**src/rtl/control_flow_sequencer_pkg.sv**
```systemverilog
// control_flow_sequencer_pkg: widths, op encodings, frame types and frame field layout.
package control_flow_sequencer_pkg;
  localparam int CS_W = 27;
  localparam int PC_W = 18;
  localparam int TAG_W = 6;
  localparam int LBL_W = 8;
  localparam int TYPE_HI = 26;
  localparam int TYPE_LO = 25;
  localparam int RETU_B = 24;
  localparam int TAG_HI = 23;
  localparam int TAG_LO = 18;
  localparam int EXTRA_HI = 17;
  localparam int EXTRA_LO = 0;
  typedef enum logic [3:0] {
    OP_OTHER  = 4'd0,
    OP_BLOCK  = 4'd1,
    OP_LOOP   = 4'd2,
    OP_IF     = 4'd3,
    OP_ELSE   = 4'd4,
    OP_END    = 4'd5,
    OP_BR     = 4'd6,
    OP_BR_IF  = 4'd7,
    OP_CALL   = 4'd8,
    OP_RETURN = 4'd9
  } op_e;
  localparam logic [1:0] FT_BLOCK = 2'b00;
  localparam logic [1:0] FT_CALL  = 2'b01;
  localparam logic [1:0] FT_IF    = 2'b10;
  localparam logic [1:0] FT_LOOP  = 2'b11;
  typedef enum logic [1:0] {S_RUN, S_UNWIND, S_DONE} state_e;
  typedef struct packed {
    logic [1:0]       typ;
    logic             retu;
    logic [TAG_W-1:0] tag;
    logic [PC_W-1:0]  extra;
  } frame_t;
endpackage

```
**src/rtl/control_flow_sequencer_frame_pack.sv**
```systemverilog
// cfs_frame_pack: packs a frame from its fields and splits the stack's top frame back into fields.
module cfs_frame_pack
  import control_flow_sequencer_pkg::*;
(
  input  logic [1:0]       in_type,
  input  logic             in_retu,
  input  logic [TAG_W-1:0] in_tag,
  input  logic [PC_W-1:0]  in_extra,
  output logic [CS_W-1:0]  frame,
  input  logic [CS_W-1:0]  top,
  output frame_t           top_f
);
  assign frame = {in_type, in_retu, in_tag, in_extra};
  assign top_f.typ = top[TYPE_HI:TYPE_LO];
  assign top_f.retu = top[RETU_B];
  assign top_f.tag = top[TAG_HI:TAG_LO];
  assign top_f.extra = top[EXTRA_HI:EXTRA_LO];
endmodule

```
**src/rtl/control_flow_sequencer.sv**
```systemverilog
// control_flow_sequencer: WASM structured-control sequencer driving the control stack and fetch redirects.
// Define CFS_STATS_EN to add saturating branch/call/unwind statistics outputs.
module control_flow_sequencer
  import control_flow_sequencer_pkg::*;
(
  input  logic             clk,
  input  logic             rst,
  input  logic             instr_vld,
  output logic             instr_rdy,
  input  logic [3:0]       instr_op,
  input  logic [PC_W-1:0]  instr_pc,
  input  logic [PC_W-1:0]  end_pc,
  input  logic [PC_W-1:0]  else_pc,
  input  logic             has_else,
  input  logic [PC_W-1:0]  call_pc,
  input  logic [LBL_W-1:0] br_depth,
  input  logic             cond,
  input  logic             blk_retu,
  input  logic [TAG_W-1:0] sp_tag,
  output logic             cs_shift_vld,
  output logic             cs_push,
  output logic             cs_pop,
  output logic             cs_retu,
  output logic             cs_function_call,
  output logic [CS_W-1:0]  cs_push_data,
  input  logic [CS_W-1:0]  cs_top_data,
  input  logic             cs_left_one,
  output logic             pc_load,
  output logic [PC_W-1:0]  pc_target,
  output logic             prog_done
`ifdef CFS_STATS_EN
  ,
  output logic [31:0]      stat_br_taken,
  output logic [31:0]      stat_calls,
  output logic [31:0]      stat_unwind_cycles
`endif
);
  state_e state_q, state_d;
  logic [LBL_W-1:0] rem_q, rem_d;
  logic pc_load_q, pc_load_d, prog_done_q, prog_done_d;
  logic [PC_W-1:0] pc_target_q, pc_target_d, pc_inc, new_extra, redir_pc;
  logic [1:0] new_type;
  logic accept, push, pop, retu, fcall, take, resolve, redir;
  frame_t top_f;
  logic unused_top;
  cfs_frame_pack u_pack (
    .in_type (new_type),
    .in_retu (blk_retu),
    .in_tag  (sp_tag),
    .in_extra(new_extra),
    .frame   (cs_push_data),
    .top     (cs_top_data),
    .top_f   (top_f)
  );
  assign unused_top = ^{top_f.retu, top_f.tag};
  assign pc_inc = instr_pc + PC_W'(1);
  assign instr_rdy = (state_q == S_RUN) & ~pc_load_q;
  assign accept = instr_vld & instr_rdy & ~rst;
  always_comb begin
    state_d = state_q;
    rem_d = rem_q;
    prog_done_d = prog_done_q;
    push = 1'b0;
    pop = 1'b0;
    retu = 1'b0;
    fcall = 1'b0;
    take = 1'b0;
    resolve = 1'b0;
    redir = 1'b0;
    redir_pc = top_f.extra;
    new_type = FT_BLOCK;
    new_extra = end_pc;
    if (accept) begin
      case (op_e'(instr_op))
        OP_BLOCK: push = 1'b1;
        OP_LOOP: begin
          push = 1'b1;
          new_type = FT_LOOP;
          new_extra = pc_inc;
        end
        OP_IF: begin
          new_type = FT_IF;
          push = cond | has_else;
          redir = ~cond;
          redir_pc = has_else ? else_pc : end_pc;
        end
        OP_ELSE: begin
          pop = 1'b1;
          redir = 1'b1;
        end
        OP_END: begin
          pop = 1'b1;
          if (top_f.typ == FT_CALL) begin
            redir = ~cs_left_one;
            prog_done_d = prog_done_q | cs_left_one;
            state_d = cs_left_one ? S_DONE : S_RUN;
          end
        end
        OP_BR: take = 1'b1;
        OP_BR_IF: take = cond;
        OP_CALL: begin
          push = 1'b1;
          fcall = 1'b1;
          new_type = FT_CALL;
          new_extra = pc_inc;
          redir = 1'b1;
          redir_pc = call_pc;
        end
        OP_RETURN: begin
          pop = 1'b1;
          retu = 1'b1;
          redir = 1'b1;
        end
        default: ;
      endcase
      if (take) begin
        resolve = (br_depth == '0);
        pop = (br_depth != '0);
        rem_d = br_depth - LBL_W'(1);
        state_d = (br_depth == '0) ? S_RUN : S_UNWIND;
      end
    end
    // one frame is discarded per UNWIND cycle; the last one resolves the target
    if (state_q == S_UNWIND) begin
      pop = (rem_q != '0);
      resolve = (rem_q == '0);
      rem_d = (rem_q != '0) ? rem_q - LBL_W'(1) : rem_q;
      state_d = (rem_q != '0) ? S_UNWIND : S_RUN;
    end
    if (resolve) begin
      pop = (top_f.typ != FT_LOOP);
      redir = 1'b1;
      redir_pc = top_f.extra;
    end
    pc_load_d = redir;
    pc_target_d = redir ? redir_pc : pc_target_q;
  end
  always_ff @(posedge clk) begin
    if (rst) begin
      state_q <= S_RUN;
      rem_q <= '0;
      pc_load_q <= 1'b0;
      pc_target_q <= '0;
      prog_done_q <= 1'b0;
    end else begin
      state_q <= state_d;
      rem_q <= rem_d;
      pc_load_q <= pc_load_d;
      pc_target_q <= pc_target_d;
      prog_done_q <= prog_done_d;
    end
  end
  assign cs_push = push & ~rst;
  assign cs_pop = pop & ~rst;
  assign cs_retu = retu & ~rst;
  assign cs_function_call = fcall & ~rst;
  assign cs_shift_vld = (push | pop) & ~rst;
  assign pc_load = pc_load_q;
  assign pc_target = pc_target_q;
  assign prog_done = prog_done_q;
`ifdef CFS_STATS_EN
  logic [31:0] br_q, br_d, calls_q, calls_d, unw_q, unw_d;
  always_comb begin
    br_d = br_q + {31'b0, accept & take & ~&br_q};
    calls_d = calls_q + {31'b0, fcall & ~rst & ~&calls_q};
    unw_d = unw_q + {31'b0, (state_q == S_UNWIND) & ~&unw_q};
  end
  always_ff @(posedge clk) begin
    if (rst) begin
      br_q <= '0;
      calls_q <= '0;
      unw_q <= '0;
    end else begin
      br_q <= br_d;
      calls_q <= calls_d;
      unw_q <= unw_d;
    end
  end
  assign stat_br_taken = br_q;
  assign stat_calls = calls_q;
  assign stat_unwind_cycles = unw_q;
`endif
endmodule

```
**config.mk**
```make
export PLATFORM = sky130hd
export DESIGN_NAME = control_flow_sequencer
export DESIGN_NICKNAME = d
export VERILOG_FILES = /design/src/rtl/control_flow_sequencer_pkg.sv /design/src/rtl/control_flow_sequencer_frame_pack.sv /design/src/rtl/control_flow_sequencer.sv
export SDC_FILE = /design/constraint.sdc
export NUM_CORES = 1
export LEC_CHECK = 0
export ABC_CLOCK_PERIOD_IN_PS = 2200
export CORE_UTILIZATION = 27
export CTS_CLUSTER_DIAMETER = 200
export DETAILED_ROUTE_END_ITERATION = 16
export PLACE_DENSITY = 0.7
export SYNTH_ARGS = -nofsm -noshare
export SYNTH_HDL_FRONTEND = slang
export SYNTH_SLANG_ARGS = --single-unit
```
**constraint.sdc**
```tcl
create_clock -name clk -period 2.2 [get_ports clk]
set_clock_uncertainty 0.2 [all_clocks]
set_input_delay 0.22 -clock clk [delete_from_list [all_inputs] [get_ports clk]]
set_output_delay 0.22 -clock clk [all_outputs]
set_load 0.1 [all_outputs]
```
* After elaboration in Yosys (flattened, before gate mapping)
Cells that the tools add are included.
** Cells by class
- Add/sub/neg operators :: 3
- Equality and inequality tests :: 13
- Mux-type cells :: 40
- Bitwise operators :: 15
- Reductions and logical operators :: 16
** Operator list (number)
- $mux 18 :: 5
- $pmux 18 s2 :: 1
- $mux 8 :: 4
- $mux 1 :: 19
- $add 18x1->18 const B :: 1
- $eq 4x3->1 const B :: 4
- $logic_not 8->1 :: 2
- $reduce_bool 8->1 :: 2
- $sub 8x1->8 const B :: 2
- $mux 2 :: 7
- $reduce_and 3->1 :: 3
- $reduce_or 3->1 :: 3
- $and 1x1->1 :: 8
- $eq 4x2->1 const B :: 2
- $eq 4x4->1 const B :: 2
- $pmux 2 s3 :: 1
- $reduce_bool 3->1 :: 2
- $eq 2x1->1 const B :: 2
- $eq 4x1->1 const B :: 1
- $not 1->1 :: 4
- $pmux 1 s2 :: 2
- $reduce_bool 2->1 :: 2
- $or 1x1->1 :: 3
- $pmux 1 s3 :: 1
- other kinds (4) :: 4
** Word-level totals
- Register bits after elaboration :: 30
- Input port bits :: 124
- Output and inout bits :: 53
- Logic and storage cells :: 92

* Depth between registers and ports, before layout
- Word-level depth :: 11
- Gate-level depth with buffers :: 9

* Cells and area by module
Synthesis repeated with hierarchy kept, for this count alone.
** Second synthesis, totals
- Cell total of the unflattened synthesis :: 448
- Area total of the unflattened synthesis :: 3385.7 um^2
** By module, submodules not included
- control_flow_sequencer :: instances 1, cells each 394, area each 2980.4 um^2, seq. area each 600.6 um^2
- cfs_frame_pack :: instances 1, cells each 54, area each 405.4 um^2, seq. area each 0.0 um^2

* Worst setup path before layout
No wires, ideal clock.
- Path type :: register to output
- Start point :: register pc_load_q (netlist: pc_load)
- End point :: output cs_retu
- Arrival :: 4.135 ns
- Required time :: 1.780 ns
- Setup slack :: -2.355 ns
- Stages on the path, launching flop included :: 5
- Path buffers :: 1
- Path through :: dfxtp_1 nor3_4 nand3_2 buf_2 nor3_1
** Between the ends
- Longest elaborated chain between the ends :: 6
** Ends and longest elaborated chain
- start, declared :: line control_flow_sequencer.sv:40 : logic pc_load_q, pc_load_d, prog_done_q, prog_done_d;
- start signal, assigned :: line control_flow_sequencer.sv:148 : pc_load_q <= pc_load_d;
- $not 1->1 :: line control_flow_sequencer.sv:57 : assign instr_rdy = (state_q == S_RUN) & ~pc_load_q;
- $and 1x1->1 :: line control_flow_sequencer.sv:57
- via instr_rdy :: line control_flow_sequencer.sv:9 : output logic instr_rdy,
- $and 1x1->1 (2 in series) :: line control_flow_sequencer.sv:58 : assign accept = instr_vld & instr_rdy & ~rst;
- $mux 1 :: line control_flow_sequencer.sv:73 : if (accept) begin
- $and 1x1->1 :: line control_flow_sequencer.sv:155 : assign cs_retu = retu & ~rst;
- end, declared :: line control_flow_sequencer.sv:23 : output logic cs_retu,
The timed path passes the listed nets, and every way through them passes these cells.

* Worst setup path after layout
- Start point :: register state_q[1]
- End point :: output cs_push_data[8]
** Between the ends
- Longest elaborated chain between the ends :: 5
** Ends and longest elaborated chain
- start, declared :: line control_flow_sequencer.sv:38 : state_e state_q, state_d;
- start signal, assigned :: line control_flow_sequencer.sv:146 : state_q <= state_d;
- $logic_not 2->1 :: line control_flow_sequencer.sv:57
- $and 1x1->1 :: line control_flow_sequencer.sv:57
- $and 1x1->1 (2 in series) :: line control_flow_sequencer.sv:58
- $mux 18 :: line control_flow_sequencer.sv:73
- end, declared :: line control_flow_sequencer.sv:25 : output logic [CS_W-1:0] cs_push_data,
No other way between the ends.

==> flow_metrics.tcl <==
set metrics [dict create \
    crit_required_ns 1.78 \
    pwr_density_cell_nw_per_um2 350 \
    setup_viol 22 \
    clock-sinks 30 \
    top_layer "met4" \
    detail_route.vias_per_cell 5.27 \
    ys_ff_latch 30 \
    via_count 3965 \
    std_cell_rows 38 \
    final.setup.worst_slack_ns -0.267 \
    power_mw 2.16 \
    max_cap_violations 0 \
    mostFrequentLayoutCells "buf_4, clkdlybuf4s50_1, a21oi_1, buf_12, dfxtp_1" \
    synthAdderAreaFrac_pct 0.837 \
    ys_seq_area_share_pct 20.1 \
    path_buf_inv 3 \
    worstSetupStartpointType "flop" \
    drive_above_1_share_pct 39.6 \
    grt_pass1_vias 4063 \
    synthXorXnorAreaFrac_pct 4.69 \
    synth_edf_count 0 \
    reg2reg_depth 5 \
    nFillCells 929 \
    holdBufCountCts 0 \
    grt_start_max_net_pins 24 \
    ys_warn_count 0 \
    core-area_um2 10800 \
    path_depth 7 \
    groute.usage.overall_pct 23.4 \
    die_w_um 107 \
    worstSkewPairLatency_ns 0.29 \
    path_class "flop to output pin" \
    period_share_pct 112 \
    cp-end-kind "output pin" \
    ios 177 \
    port_buffers 155 \
    synthMuxAreaShare_pct 8.70 \
    htree_levels 2 \
    route.met3.wl_mm 1.00 \
    dp_hpwl_mm 10.8 \
    layout_commonest_cell "buf_4" \
    syn_to_final_growth_pct 106 \
    synth.top_cell.area_share_pct 20.1 \
    ir_drop_mv 0.234 \
    drt_drc_violations_left 0 \
    final_cells 753 \
    hold_viol 0 \
    slew_headroom_pct 68.7 \
    layout.nets 738 \
    max_stage_delay_ns 0.42 \
    path_cells "nor3_4 > nand3_2 > a2111o_2 > buf_6 > inv_4 > mux2_4 > buf_12" \
    numCtsBuffers 5 \
    ant_nets 0 \
    synthDistinctLibCells 69 \
    grt_overflow_total 0 \
    start_util_pct 27.7 \
    period_needed_ns 2.47 \
    met2_length_mm 7.30 \
    syn_area_per_cell_um2 7.73 \
    grt_setup_unrepaired "yes" \
    grt_pass1_wl_mm 20.6 \
    synth_compound_area_share_pct 33.1 \
    cts_tree "built" \
    syn_nets 513 \
    clk_pin_slew_ns 0.07 \
    tightest_slew_ns 0.456 \
    die_h_um 107 \
    path_max_fanout 4 \
    drt_iter0_markers 204 \
    routabilityCongestion 0.908 \
    yosys_most_used_dff "dfxtp_1" \
    dp.cells 734 \
    hold_path_depth 0 \
    wl_per_cell_um 17.9 \
    arrival_ns 2.05 \
    synth_area_leaders "dfxtp_1, a21oi_1, mux2i_1, a2bb2oi_1, nand2_1" \
    m1WireLength_mm 4.92 \
    p_leak_nw 2.50 \
    clk_path_buf_depth 2 \
    crit_slowest_cell "a2111o_2" \
    slew_violations 0 \
    synth-simple-area-share_pct 23.6 \
    cp_top_family "compound AO/OA/AOI/OAI gates" \
    routed_wl_mm 13.5 \
    synth_top_family_by_area "compound AO/OA/AOI/OAI gates" \
    dieArea_um2 11500 \
    status "complete, but fails checks" \
    synthesis.area_um2 2990 \
    min-delay-path-class "primary input to output pin" \
    synthCells 387 \
    antenna_found_initial 0 \
    violations "negative setup slack" \
    synthArstFlopShare_pct 0 \
    cts-root-buf "clkbuf_8" \
    synth_top_cell_by_area "dfxtp_1" \
    drt_pass1_iterations 4 \
    fmax_mhz 405 \
    diodes 0 \
]
-- cells by family after synthesis --
kind of cell    Yosys count
compound gates          138
simple gates            128
buf+inv                  48
flops                    30
mux                      25
xor+xnor                 16
fa+ha+maj                 2
-- power by group --
| group | total, mW | internal (mW) | switching (mW) |
|---|---|---|---|
| clock network | 0.488 | 0.252 | 0.236 |
| registers | 0.569 | 0.556 | 0.0123 |
| logic | 1.10 | 0.504 | 0.599 |
| total | 2.16 | 1.31 | 0.848 |
-- repair_timing --
item,4_1_cts,5_1_grt
buffers inserted,10,3
gates resized for setup,41,49
endpoints found under the hold margin,0,0
gates cloned,1,0
pin swaps,9,14
setup endpoints to repair,27,44
-- worst paths after layout --
| path | start | endpoint | slack (ns) |
|---|---|---|---|
| min reg2reg | prog_done | prog_done | 0.28 |
| max | state_q[1] | cs_push_data[8] | -0.27 |
| max reg2reg | rem_q[6] | pc_target[8] | 0.11 |
| min | sp_tag[4] | cs_push_data[22] | 0.24 |
-- flip-flops by register name, summed over array words and instances (netlist names) --
name	flops
state_q	2
prog_done	1
pc_load	1
pc_target	18
rem_q	8
-- area by class of cell --
class	count	area (um2)	share of cell area, %
Timing Repair Buffer	254	2650	43.0
Multi-Input combinational cell	309	2580	41.9
Sequential cell	30	608	9.86
Tap cell	140	175	2.84
Clock buffer	6	82.6	1.34
Inverter	12	51.3	0.832
Clock inverter	2	12.5	0.203
-- per-layer routing --
layer	vias to the layer above	track usage [%]
met5	-	0
met4	0	7.53
met3	21	7.23
met2	145	43.9
met1	1889	24.5
li1	1910	-
-- synthesized netlist by cell type (2+ instances only) --
cell type	n
xor2_1	7
nor2_1	30
or3_1	4
clkbuf_1	8
a211oi_1	2
dfxtp_1	30
o31ai_1	2
buf_2	12
a2111oi_1	6
xnor2_1	9
a31o_1	6
o21bai_1	2
ha_1	2
a31oi_1	3
nor3_1	9
o21ai_1	17
a211o_1	2
o21a_1	2
o311ai_0	2
nor2b_1	4
a2bb2oi_1	18
mux2i_1	17
and3_1	4
nor4_1	4
mux2_2	7
inv_1	11
a21oi_1	35
nand3_1	12
nand4_1	4
o211ai_1	3
nand2_1	33
a22oi_1	6
buf_4	12
o41ai_1	12
nand2b_1	6
buf_6	2
o21ai_0	8
o32ai_1	2
o2111ai_1	2
-- through the flow --
stage | hold slack (ns) | setup TNS [ns] | utilization (%) | cell area, um2 | setup WS (ns)
after floorplan | 0.195 | -34.45 | - | 3250 | -1.12
after detailed placement | 0.241 | -11.32 | 52.3 | 5650 | -0.371
final | 0.240 | -4.50 | 57.1 | 6160 | -0.267
after global placement | 0.241 | -11.03 | 52.3 | 5650 | -0.346
after CTS | 0.241 | -4.61 | 55.3 | 5960 | -0.268
after global routing | 0.240 | -6.14 | 57.1 | 6160 | -0.336
No activity file was read; power rests on OpenSTA's default activity.
